<file path="src/rtl/vote_session_ctrl.sv">
// Session controller for a 4-voter ballot path: grants one vote per cycle, closes on
// all-voted or timeout, then presents majority/tie. Optional abort input under VOTE_ABORT_EN.
module vote_session_ctrl #(
    parameter int N_VOTERS = 4,
    parameter int TIMEOUT  = 16,
    parameter int TW       = 8
) (
    input  logic       clk,
    input  logic       rst_n,
`ifdef VOTE_ABORT_EN
    input  logic       abort,
`endif
    input  logic       start,
    input  logic [3:0] vote_req,
    input  logic [3:0] vote_val,
    output logic [3:0] vote_ack,
    output logic       busy,
    output logic [2:0] votes_cast,
    output logic       result_valid,
    output logic       result,
    output logic       tie,
    output logic       timed_out,
    input  logic       result_ack
);

    if (N_VOTERS != 4) begin : g_bad_voters
        $error("vote_session_ctrl supports exactly 4 voters");
    end
    if (TIMEOUT < 1 || TIMEOUT > 255 || TIMEOUT > (1 << TW)) begin : g_bad_timeout
        $error("vote_session_ctrl TIMEOUT out of range");
    end

    localparam logic [TW-1:0] LAST_TICK = TW'(TIMEOUT - 1);

    typedef enum logic [1:0] {
        S_IDLE    = 2'd0,
        S_COLLECT = 2'd1,
        S_EVAL    = 2'd2,
        S_DONE    = 2'd3
    } state_t;

    state_t        state_reg;
    state_t        state_next;
    logic [3:0]    voted_reg;
    logic [3:0]    ballots_reg;
    logic [2:0]    votes_cast_reg;
    logic [TW-1:0] timer_reg;
    logic          result_reg;
    logic          tie_reg;
    logic          timed_out_reg;

    logic [3:0]    eligible;
    logic [3:0]    grant;
    logic [3:0]    collect_ack;
    logic          all_voted;
    logic          timer_last;
    logic          abort_hit;
    logic [2:0]    yes_cnt;
    logic [2:0]    no_cnt;

    // Lowest-index eligible voter wins: isolate the lowest set bit.
    assign eligible    = vote_req & ~voted_reg;
    assign grant       = eligible & (~eligible + 4'd1);
    assign collect_ack = (state_reg == S_COLLECT) ? grant : 4'd0;
    assign all_voted   = &(voted_reg | collect_ack);
    assign timer_last  = (timer_reg == LAST_TICK);

`ifdef VOTE_ABORT_EN
    assign abort_hit = abort && (state_reg == S_COLLECT || state_reg == S_EVAL);
`else
    assign abort_hit = 1'b0;
`endif

    always_comb begin
        yes_cnt = 3'd0;
        for (int i = 0; i < 4; i++) begin
            yes_cnt = yes_cnt + {2'b00, ballots_reg[i]};
        end
    end
    assign no_cnt = votes_cast_reg - yes_cnt;

    always_ff @(posedge clk or negedge rst_n) begin
        if (!rst_n) begin
            state_reg <= S_IDLE;
        end else begin
            state_reg <= state_next;
        end
    end

    always_comb begin
        state_next   = state_reg;
        busy         = 1'b0;
        result_valid = 1'b0;
        case (state_reg)
            S_IDLE: begin
                if (start) state_next = S_COLLECT;
            end
            S_COLLECT: begin
                busy = 1'b1;
                // A final vote landing on the timeout edge still counts as all-voted.
                if (all_voted || timer_last) state_next = S_EVAL;
            end
            S_EVAL: begin
                busy       = 1'b1;
                state_next = S_DONE;
            end
            S_DONE: begin
                result_valid = 1'b1;
                if (result_ack) state_next = S_IDLE;
            end
            default: state_next = S_IDLE;
        endcase
        if (abort_hit) state_next = S_IDLE;
    end

    always_ff @(posedge clk or negedge rst_n) begin
        if (!rst_n) begin
            voted_reg      <= 4'd0;
            ballots_reg    <= 4'd0;
            votes_cast_reg <= 3'd0;
            timer_reg      <= '0;
            result_reg     <= 1'b0;
            tie_reg        <= 1'b0;
            timed_out_reg  <= 1'b0;
        end else if (abort_hit) begin
            votes_cast_reg <= 3'd0;
            result_reg     <= 1'b0;
            tie_reg        <= 1'b0;
            timed_out_reg  <= 1'b0;
        end else begin
            case (state_reg)
                S_IDLE: begin
                    if (start) begin
                        voted_reg      <= 4'd0;
                        ballots_reg    <= 4'd0;
                        votes_cast_reg <= 3'd0;
                        timer_reg      <= '0;
                        timed_out_reg  <= 1'b0;
                    end
                end
                S_COLLECT: begin
                    voted_reg   <= voted_reg | collect_ack;
                    ballots_reg <= ballots_reg | (collect_ack & vote_val);
                    if (|collect_ack) votes_cast_reg <= votes_cast_reg + 3'd1;
                    timer_reg <= timer_reg + 1'b1;
                    if (timer_last && !all_voted) timed_out_reg <= 1'b1;
                end
                S_EVAL: begin
                    result_reg <= (yes_cnt > no_cnt);
                    tie_reg    <= (yes_cnt == no_cnt) && (votes_cast_reg != 3'd0);
                end
                default: ;
            endcase
        end
    end

    assign vote_ack   = collect_ack;
    assign votes_cast = votes_cast_reg;
    assign result     = result_reg;
    assign tie        = tie_reg;
    assign timed_out  = timed_out_reg;

endmodule
</file>
<file path="config.mk">
export PLATFORM = sky130hd
export DESIGN_NAME = vote_session_ctrl
export DESIGN_NICKNAME = d
export VERILOG_FILES = /design/src/rtl/vote_session_ctrl.sv
export SDC_FILE = /design/constraint.sdc
export NUM_CORES = 1
export LEC_CHECK = 0
export ABC_CLOCK_PERIOD_IN_PS = 3000
export BUFFER_PORTS_ARGS = -buffer_cell sky130_fd_sc_hd__buf_2
export CORE_ASPECT_RATIO = 0.8
export CORE_MARGIN = 10
export CORE_UTILIZATION = 45
export CTS_CLUSTER_DIAMETER = 80
export CTS_CLUSTER_SIZE = 30
export DETAILED_ROUTE_END_ITERATION = 6
export PLACE_DENSITY_LB_ADDON = 0.2
export RECOVER_POWER = 100
export SLEW_MARGIN = 20
export SYNTH_ARGS = -nofsm -noshare
export SYNTH_HDL_FRONTEND = slang
export SYNTH_SLANG_ARGS = --single-unit
</file>
<file path="constraint.sdc">
create_clock -name clk -period 3 [get_ports clk]
set_input_delay 0.75 -clock clk [delete_from_list [all_inputs] [get_ports clk]]
set_output_delay 0.75 -clock clk [all_outputs]
set_load 0.005 [all_outputs]
</file>
==> impl_metrics.prom <==
# TYPE chip_impl_metric gauge
chip_impl_metric{name="route.detailed.drc",unit=""} 0
chip_impl_metric{name="drtAntennaViolNets",unit=""} 0
chip_impl_metric{name="ios",unit=""} 24
chip_impl_metric{name="async_flop_share",unit="%"} 100
chip_impl_metric{name="syn_area_per_cell",unit="µm²"} 10.1
chip_impl_metric{name="utilization",unit="%"} 54.1
chip_impl_info{name="min_path_type",value="flop to flop"} 1
chip_impl_metric{name="fp.coreArea",unit="µm²"} 3150
chip_impl_metric{name="netlist.area_leader.share",unit="%"} 40.0
chip_impl_metric{name="hold-worst-slack",unit="ns"} 0.520
chip_impl_metric{name="total_clock_buffers_created_by_cts",unit=""} 3
chip_impl_metric{name="insertedDiodeCount",unit=""} 0
chip_impl_info{name="critPathCaptureType",value="flop"} 1
chip_impl_info{name="cts_root_buf",value="clkbuf_8"} 1
chip_impl_metric{name="clkLatencyLatePin",unit="ns"} 0.27
chip_impl_metric{name="final_max_slew_viol_count",unit=""} 0
chip_impl_metric{name="worst-slew-pin-transition",unit="ns"} 1.32
chip_impl_info{name="commonest_non_fill_non_tap_cell_in_the_layout",value="dfrtp_1"} 1
chip_impl_metric{name="hold_buffer_count_at_cts",unit=""} 0
chip_impl_metric{name="gpl.final_weighted_congestion",unit=""} 0.783
chip_impl_metric{name="drt_iter0_drc",unit=""} 48
chip_impl_metric{name="layout-area-overhead-vs-synth",unit="%"} 13.6
chip_impl_metric{name="finalCriticalPeriod",unit="ns"} 2.89
chip_impl_metric{name="static-leakage-power",unit="nW"} 0.796
chip_impl_metric{name="largest_register_ffs",unit=""} 8
chip_impl_metric{name="clkTransAtPathRegs",unit="ns"} 0.09
chip_impl_info{name="status",value="complete, no violations"} 1
chip_impl_metric{name="dieHeight",unit="µm"} 71.7
chip_impl_metric{name="slew_headroom",unit="%"} 12.3
chip_impl_metric{name="post_synthesis_cells",unit=""} 148
chip_impl_metric{name="power-per-cell-area",unit="nW/µm²"} 961
chip_impl_metric{name="place_area",unit="µm²"} 1660
chip_impl_info{name="cts_tree",value="done"} 1
chip_impl_metric{name="antenna_violations_before_repair",unit=""} 0
chip_impl_metric{name="detail_route.wl_per_cell",unit="µm"} 15.1
chip_impl_metric{name="die_footprint",unit="µm²"} 6060
chip_impl_metric{name="worstPathMaxFanout",unit=""} 3
chip_impl_metric{name="detailedPlacementHpwl",unit="mm"} 2.52
chip_impl_metric{name="floorplan.rows",unit=""} 18
chip_impl_metric{name="fillerInstances",unit=""} 319
chip_impl_metric{name="cts.htree.levels",unit=""} 1
chip_impl_metric{name="start_util",unit="%"} 47.6
chip_impl_metric{name="clock.fmax",unit="MHz"} 346
chip_impl_metric{name="grt_max_degree",unit=""} 25
chip_impl_info{name="timing_worst_setup_path_type",value="flop to flop"} 1
chip_impl_metric{name="first_global_vias",unit=""} 1136
chip_impl_metric{name="flip_flop_and_latch_area",unit="µm²"} 601
chip_impl_metric{name="drv.max_cap_violation_count",unit=""} 0
chip_impl_metric{name="routed_wl",unit="mm"} 3.24
chip_impl_metric{name="finished_cell_area",unit="µm²"} 1710
chip_impl_metric{name="irDropWorstVdd",unit="mV"} 0.470
chip_impl_info{name="most_common_flop_cell_mapped_by_yosys",value="dfrtp_1"} 1
chip_impl_metric{name="multi_input_area",unit="µm²"} 833
chip_impl_info{name="cp-start-kind",value="flop"} 1
chip_impl_metric{name="post_drt_via_cell_ratio",unit=""} 5.45
chip_impl_metric{name="ctsLongestPathBuffers",unit=""} 2
chip_impl_metric{name="mappedNetlistArea",unit="µm²"} 1500
chip_impl_metric{name="final_layout_size_suffix_gt1_share",unit="%"} 16.7
chip_impl_metric{name="critPathArrivalTime",unit="ns"} 3.05
chip_impl_metric{name="ys_ff_latch",unit=""} 24
chip_impl_metric{name="groute.usage.overall",unit="%"} 10.8
chip_impl_metric{name="finClkSkew",unit="ns"} 0.00895
chip_impl_metric{name="numPortBuffers",unit=""} 23
chip_impl_metric{name="wire_length_of_the_first_global_routing_pass",unit="mm"} 5.41
chip_impl_metric{name="report.final.hold_viol_count",unit=""} 0
chip_impl_info{name="layout.cells.most_common_list",value="24 x dfrtp_1, 14 x clkbuf_1, 13 x nand2_1, 13 x ha_1, 12 x buf_2"} 1
chip_impl_metric{name="detailedRoute.firstPassIterationCount",unit=""} 4
chip_impl_metric{name="yosysUniqueCellTypes",unit=""} 41
chip_impl_info{name="synthTopCellsByArea",value="dfrtp_1 40%, ha_1 12%, nand2_1 3.2%, a21oi_1 3.0%, nor2_1 2.8%"} 1
chip_impl_metric{name="finalSetupViolations",unit=""} 0
chip_impl_metric{name="grt-ovfl-total",unit=""} 0
chip_impl_info{name="yosys.area.top_type",value="dfrtp_1"} 1
chip_impl_metric{name="worst_ep_required_time",unit="ns"} 3.16
chip_impl_metric{name="clock-sinks",unit=""} 24
chip_impl_metric{name="detailroute.via_count",unit=""} 1166
chip_impl_metric{name="net_count_of_the_mapped_netlist",unit=""} 176
chip_impl_metric{name="fin_nets",unit=""} 203
chip_impl_metric{name="die_w",unit="µm"} 84.6
chip_impl_metric{name="yosys_warnings",unit=""} 0
chip_impl_metric{name="synth-edff-count",unit=""} 0
chip_impl_metric{name="synth_seq_area_share",unit="%"} 40.0
chip_impl_metric{name="layout_worst_path_cycle_share",unit="%"} 96.5
## cells by family after synthesis
group	after synthesis	share of synthesized area [%]
buf+inv	14	4.75
simple gates	50	18.3
compound gates	35	16.7
mux	5	3.50
flops	24	40.0
fa+ha+maj	16	14.3
xor+xnor	4	2.33
## final cells by class
cell class / instances / area share [%]
Clock buffer: 3 / 2.42
Multi-Input combinational cell: 110 / 48.9
Inverter: 10 / 2.20
Clock inverter: 1 / 1.76
Sequential cell: 24 / 35.2
Timing Repair Buffer: 26 / 6.60
Tap cell: 40 / 2.93
## cells in the mapped netlist, types with 2 or more instances
cell type / n
xnor2_1: 2
nand2b_1: 3
and2_1: 2
or3_1: 3
inv_1: 10
a32o_1: 3
nor3_1: 3
mux2i_1: 3
a21oi_1: 9
xor2_1: 2
o21ai_0: 6
o21a_1: 3
nand3_1: 3
a21o_1: 2
nand4_1: 3
ha_1: 14
fa_1: 2
dfrtp_1: 24
nand2_1: 13
a41o_2: 2
and2b_2: 2
a22o_1: 3
a31oi_1: 2
mux2_2: 2
nor2_1: 11
## critical path: stages (launching register included)
cell     delay (ns)
dfrtp_1        0.41
fa_1           0.48
ha_1           0.34
ha_1           0.21
fa_2           0.35
xnor2_2        0.15
xnor2_1        0.13
ha_1           0.29
nand3_1        0.11
a21oi_1        0.05
mux2_2         0.26
## where the power goes
group          total [mW]  switching, mW  internal (mW)
registers           0.491         0.0788          0.412
logic               0.862          0.486          0.376
clock network       0.286          0.107          0.179
total                1.64          0.672          0.967
## routing by layer
| layer | up-vias | global-route usage (%) | wire, µm |
|---|---|---|---|
| met5 | - | 0 | 0 |
| met4 | 0 | 2.74 | 31 |
| met3 | 5 | 3.95 | 155 |
| met2 | 24 | 16.2 | 1380 |
| met1 | 558 | 14.1 | 1670 |
| li1 | 579 | - | - |
## timing repair
action	CTS	global route
setup endpoints to repair	0	1
gates resized for setup	0	3
buffers inserted	0	0
## final timing paths
path | slack [ns] | from | cells after the start | endpoint
worst max-delay path | 0.11 | ballots_reg[0] | 10 | tie
worst min-delay path | 0.52 | ballots_reg[2] | 1 | ballots_reg[2]
worst max register to register | 0.11 | ballots_reg[0] | 10 | tie
worst min register to register | 0.52 | ballots_reg[2] | 1 | ballots_reg[2]
max in group asynchronous | 1.48 | rst_n | 1 | timer_reg[0]
min in group asynchronous | 0.75 | rst_n | 1 | ballots_reg[3]
## through the flow
step / power, mW / cells / setup slack, ns / setup TNS (ns)
2_1_floorplan: 1.18 / 148 / 0.202 / 0
3_3_place_gp: 1.37 / 210 / 0.129 / 0
3_5_place_dp: 1.39 / 210 / 0.0795 / 0
4_1_cts: 1.69 / 214 / 0.0564 / 0
5_1_grt: 1.80 / 214 / -0.00850 / -0.00850
6_report: 1.64 / 214 / 0.106 / 0
Note: power is estimated with default switching activity, not from simulation.
